$ cat src/rtl/aibcr3_dcc_crsdly_ctrl.sv
// Coarse-delay control for the DCC delay line: gray target -> binary code ->
// thermometer enable bus, with ramped/jump updates, retarget and scan/restore.
module aibcr3_dcc_crsdly_ctrl #(
  parameter int GW   = 8,
  parameter int TAPS = 2**GW,
  parameter int STEP = 1
) (
  input  logic            CLK,
  input  logic            RST,
  input  logic [GW-1:0]   gry,
  input  logic            gry_vld,
  input  logic            ramp_en,
  input  logic            SE,
  input  logic            SI,
  output logic            SOOUT,
  output logic [TAPS-1:0] bk,
  output logic [GW-1:0]   cur_code,
  output logic            busy,
  output logic            done
);

  typedef enum logic [1:0] {S_IDLE, S_UPDATE, S_SCAN} state_t;

  localparam logic [GW-1:0] STEP_G = GW'(STEP);

  state_t          r_state, w_state_n;
  logic [GW-1:0]   r_tgt, w_tgt_n;
  logic            r_mode, w_mode_n;
  logic [GW-1:0]   r_cur, w_cur_n;
  logic [TAPS-1:0] r_bk, w_bk_n;
  logic            r_busy, r_done, w_done_n;

  logic [GW-1:0]   w_gbin;
  logic [GW-1:0]   w_tgt_eff;
  logic            w_mode_eff;
  logic            w_up;
  logic [GW:0]     w_dist;
  logic [GW-1:0]   w_stp;
  logic [GW-1:0]   w_cur_step;

  function automatic logic [TAPS-1:0] therm(input logic [GW-1:0] c);
    return ~({TAPS{1'b1}} << c);
  endfunction

  // Each binary bit is the XOR of all gray bits at and above it.
  for (genvar gi = 0; gi < GW; gi++) begin : g_g2b
    assign w_gbin[gi] = ^gry[GW-1:gi];
  end

  // A strobe in UPDATE retargets, and the step on that edge already uses it.
  assign w_tgt_eff  = gry_vld ? w_gbin  : r_tgt;
  assign w_mode_eff = gry_vld ? ramp_en : r_mode;
  assign w_up       = (w_tgt_eff >= r_cur);
  assign w_dist     = w_up ? ({1'b0, w_tgt_eff} - {1'b0, r_cur})
                           : ({1'b0, r_cur} - {1'b0, w_tgt_eff});
  assign w_stp      = (w_dist > {1'b0, STEP_G}) ? STEP_G : w_dist[GW-1:0];
  assign w_cur_step = !w_mode_eff ? w_tgt_eff
                    : (w_up ? (r_cur + w_stp) : (r_cur - w_stp));

  always_comb begin
    w_state_n = r_state;
    w_tgt_n   = r_tgt;
    w_mode_n  = r_mode;
    w_cur_n   = r_cur;
    w_bk_n    = r_bk;
    w_done_n  = 1'b0;
    if (SE) begin
      w_state_n = S_SCAN;
      w_bk_n    = {r_bk[TAPS-2:0], SI};
    end else begin
      case (r_state)
        S_IDLE: begin
          if (gry_vld) begin
            w_tgt_n   = w_gbin;
            w_mode_n  = ramp_en;
            w_state_n = S_UPDATE;
          end
        end
        S_UPDATE: begin
          w_tgt_n  = w_tgt_eff;
          w_mode_n = w_mode_eff;
          w_cur_n  = w_cur_step;
          w_bk_n   = therm(w_cur_step);
          if (w_cur_step == w_tgt_eff) begin
            w_state_n = S_IDLE;
            w_done_n  = 1'b1;
          end
        end
        S_SCAN: begin
          // Restore edge: scanned contents are discarded, bus rebuilt from cur.
          w_bk_n = therm(r_cur);
          if (gry_vld) begin
            w_tgt_n   = w_gbin;
            w_mode_n  = ramp_en;
            w_state_n = S_UPDATE;
          end else begin
            w_state_n = (r_cur != r_tgt) ? S_UPDATE : S_IDLE;
          end
        end
        default: w_state_n = S_IDLE;
      endcase
    end
  end

  always_ff @(posedge CLK) begin
    if (RST) begin
      r_state <= S_IDLE;
      r_tgt   <= '0;
      r_mode  <= 1'b0;
      r_cur   <= '0;
      r_bk    <= '0;
      r_busy  <= 1'b0;
      r_done  <= 1'b0;
    end else begin
      r_state <= w_state_n;
      r_tgt   <= w_tgt_n;
      r_mode  <= w_mode_n;
      r_cur   <= w_cur_n;
      r_bk    <= w_bk_n;
      r_busy  <= (w_state_n != S_IDLE);
      r_done  <= w_done_n;
    end
  end

  assign bk       = r_bk;
  assign cur_code = r_cur;
  assign busy     = r_busy;
  assign done     = r_done;
  assign SOOUT    = r_bk[TAPS-1];

endmodule

$ cat config.mk
export PLATFORM = sky130hd
export DESIGN_NAME = aibcr3_dcc_crsdly_ctrl
export DESIGN_NICKNAME = d
export VERILOG_FILES = /design/src/rtl/aibcr3_dcc_crsdly_ctrl.sv
export SDC_FILE = /design/constraint.sdc
export NUM_CORES = 1
export LEC_CHECK = 0
export ABC_AREA = 1
export ABC_CLOCK_PERIOD_IN_PS = 15950
export CAP_MARGIN = 30
export CORE_AREA = 2 2 240 183
export CTS_BUF_LIST = sky130_fd_sc_hd__clkbuf_16
export DETAILED_ROUTE_END_ITERATION = 10
export DIE_AREA = 0 0 242 185
export GPL_TIMING_DRIVEN = 0
export PLACE_DENSITY = 0.69
export SLEW_MARGIN = 10
export SYNTH_ARGS = -nofsm -noshare
export SYNTH_HDL_FRONTEND = slang
export SYNTH_SLANG_ARGS = --single-unit
$ cat constraint.sdc
create_clock -name CLK -period 15.95 [get_ports CLK]
set_input_delay 2.3925 -clock CLK [delete_from_list [all_inputs] [get_ports CLK]]
set_output_delay 2.3925 -clock CLK [all_outputs]
set_load 0.05 [all_outputs]
==> impl_metrics.ini, run 1 <==
[worst_setup_path]
critPathBufInv = 9
cp_slowest_cell = o21ai_4
cp_max_fo = 10
slowest_delay_ns = 0.64
crit_type = input pin to flip-flop
cp_common_cell = nand2_1
worstPathRequired_ns = 16.47
cp_data_arrival_time_ns = 9.33
cpLargestDelayFamily = simple AND/OR/NAND/NOR gates
cp-end-kind = flip-flop
cp-start-kind = input pin

[clock_network]
postCtsResizedCells = 0
cts.sinks = 277
clk_pin_slew_ns = 0.07
ctsHoldBuffers = 0
cts_tree = built
cts_setup_buffers = 0
clkLatencyLatePin_ns = 0.59
clockRootBuffer = clkbuf_16
cts_htree_levels = 1
cts-buffers-inserted = 27
clk_path_buf_depth = 3

[layout]
final_nets = 3495
fill_cells = 4146
seqCellArea_mm2 = 0.00555
multi_input_area_mm2 = 0.0120
syn_to_final_growth_pct = 23.9
final_layout_size_suffix_gt1_share_pct = 11.3
postLayoutCoreUtil_pct = 56.3

[die]
ios = 281
die_h_um = 185
start_util_pct = 45.5
fp.coreArea_mm2 = 0.0426
die_width_um = 242
num_rows = 66
dieArea_mm2 = 0.0448

[pwr]
pwr-share-clk_pct = 22.3
internal_power_mw = 1.50
pwr-share-seq_pct = 28.7
ir_worst_vdd_uv = 90.5
combPwrFrac_pct = 49.1
p_leak_nw = 10.7
p_switching_mw = 1.41
powerDensity_mw_per_mm2 = 122
swShare_pct = 48.4

[yosys]
syn_inst = 3124
synth_top_area_share_pct = 28.6
synth_top_cell_by_area = dfxtp_1
yosysMostFrequentCell = nand2_1
synth_edf_count = 0
synth.cell_area_mm2 = 0.0194
synth_ff_type = dfxtp_1
ys_top_cells_by_count = nand2_1 (666), a21oi_1 (459), o21ai_0 (382)
ys_top_cells_by_area = dfxtp_1 (29%), nand2_1 (13%), a21oi_1 (12%)
syn-mean-instance-area_um2 = 6.20
yosysSeqAreaShare_pct = 28.6
ys_warn_count = 0
async_flop_share_pct = 0
ys_ff_latch = 277
ys_types = 57
synthesis.nets = 3166

[sta]
rsz0062_at_grt = false
hold_violations = 0
postLayoutSetupSlackWorst_ns = 7.14
holdWs_ns = 0.557
setup_tns_ns = 0
report.final.slew_viol_count = 0
slew-limit-headroom_pct = 19.4
worst_pin_slew_ns = 1.21
setup_violations = 0
period_needed_ns = 8.81
fmax_ghz = 0.114
post-route-period-util_pct = 55.2
finClkSkew_ns = 0.0181

[hold_path]
hold_class = flip-flop to flip-flop

[global_routing]
antenna_found_initial = 9
grt_pass1_vias = 24200
track_usage_pct = 51.8
grt_max_degree = 15
grt_pass1_wl_mm = 168
grt_remaining_overflow = 0

[place]
place_ws_ns = 6.86
gp_congestion = 1.25
port_buffers = 280
dp_hpwl_mm = 95.5

[detailed_routing]
wire_per_inst_um = 30.1
drt-total-wl_mm = 122
drt_iter0_markers = 4628
via_per_inst = 6.50
ant_nets = 0
vias = 26400
drc = 0
dr.pass1.iters = 7

[job]
maxCapViolCount = 0

[outcome]
status = completed
[cell families (layout without fill, tap and decap cells)]
kind of cell	count (synthesis)	after routing	share of synthesized area, %
AO/OA/AOI/OAI	1031	1031	27.8
other	1	8	0.0194
AND/OR/NAND/NOR	1345	1345	31.9
XOR/XNOR	5	5	0.226
flip-flops	277	277	28.6
adder cells (fa/ha/maj)	28	28	1.93
buffers and inverters	437	786	9.57
[path summary, 6_finish.rpt]
check / end / cells past startpoint / slack (ns) / from
max: bk[189] / 41 / 7.14 / gry[2]
min reg2reg: bk[11] / 2 / 0.56 / bk[10]
min: bk[11] / 2 / 0.56 / bk[10]
max reg2reg: bk[189] / 34 / 8.45 / cur_code[7]
[state kept, by name (all words and copies together) (netlist names)]
name      cells
cur_code      8
done          1
r_mode        1
bk          256
busy          1
r_state       2
r_tgt         8
[power by group through the flow]
stage,sequential [mW],combinational [mW],clock (mW)
after floorplan,1.08,0.576,0
after global placement,0.839,1.32,0
after detailed placement,0.843,1.34,0
after CTS,0.831,1.35,0.642
after global routing,0.840,1.46,0.671
final,0.836,1.43,0.650
[stage by stage]
stage	instances	total power [mW]	area, µm²
5_1_grt	4054	2.97	24000
6_report	4058	2.92	24000
3_5_place_dp	3995	2.18	23100
3_3_place_gp	3982	2.16	22900
2_1_floorplan	3124	1.66	19400
4_1_cts	4044	2.82	23900
[area by class of cell]
type / count / share of cell area [%]
Antenna cell: 7 / 0.0730
Buffer: 251 / 4.81
Clock buffer: 27 / 2.82
Clock inverter: 22 / 0.704
Inverter: 186 / 2.92
Multi-Input combinational cell: 2410 / 49.9
Sequential cell: 277 / 23.1
Tap cell: 578 / 3.01
Timing Repair Buffer: 300 / 12.6
[placed cells by master (no fill, tap or decap), drive strengths merged, types with 3 or more instances in the layout]
| cell type | count |
|---|---|
| or2 | 209 |
| and2 | 3 |
| nor2 | 195 |
| o22ai | 6 |
| nand4 | 48 |
| ha | 25 |
| clkdlybuf4s50 | 280 |
| a21boi | 6 |
| bufinv | 3 |
| diode | 7 |
| o31ai | 5 |
| a211oi | 7 |
| clkinv | 15 |
| a22oi | 21 |
| nand3 | 190 |
| fa | 3 |
| nand2 | 683 |
| xor2 | 4 |
| a31oi | 4 |
| dfxtp | 277 |
| clkbuf | 214 |
| nor3 | 12 |
| a21oi | 462 |
| o21ai | 506 |
| inv | 190 |
| buf | 84 |
| o21a | 5 |
[routing by layer]
| metal | wire [µm] | GRT usage (%) |
|---|---|---|
| met1 | 46000 | 64.4 |
| met2 | 48000 | 74.1 |
| met3 | 18600 | 21.9 |
| met4 | 9210 | 31.8 |
| met5 | 154 | 1.53 |
[worst min-delay path, cell delays in order (launching register included)]
cell and delay (ns):
dfxtp_1 0.32, o21ai_1 0.13, a21oi_1 0.06
Note: power is estimated with default switching activity, not from simulation.
==> inputs of run 2 (changes only) <==
--- a/config.mk
+++ b/config.mk
@@ -6,7 +6,7 @@
 export NUM_CORES = 1
 export LEC_CHECK = 0
 export ABC_AREA = 1
-export ABC_CLOCK_PERIOD_IN_PS = 15950
+export ABC_CLOCK_PERIOD_IN_PS = 9080
 export CAP_MARGIN = 30
 export CORE_AREA = 2 2 240 183
 export CTS_BUF_LIST = sky130_fd_sc_hd__clkbuf_16
==> constraint.sdc (replaced) <==
create_clock -name CLK -period 9.08 [get_ports CLK]
set_input_delay 1.362 -clock CLK [delete_from_list [all_inputs] [get_ports CLK]]
set_output_delay 1.362 -clock CLK [all_outputs]
set_load 0.05 [all_outputs]
==> results of run 2 <==
The final DEF is identical to that of run 1. Status: completed.
Among the figures that moved: setup slack after placement 6.86 ns -> 1.02 ns; setup slack after layout 7.14 ns -> 1.30 ns; register-to-register setup slack 8.45 ns -> 1.58 ns; total power 2.92 mW -> 5.12 mW; worst IR drop on VDD 90.5 µV -> 159 µV
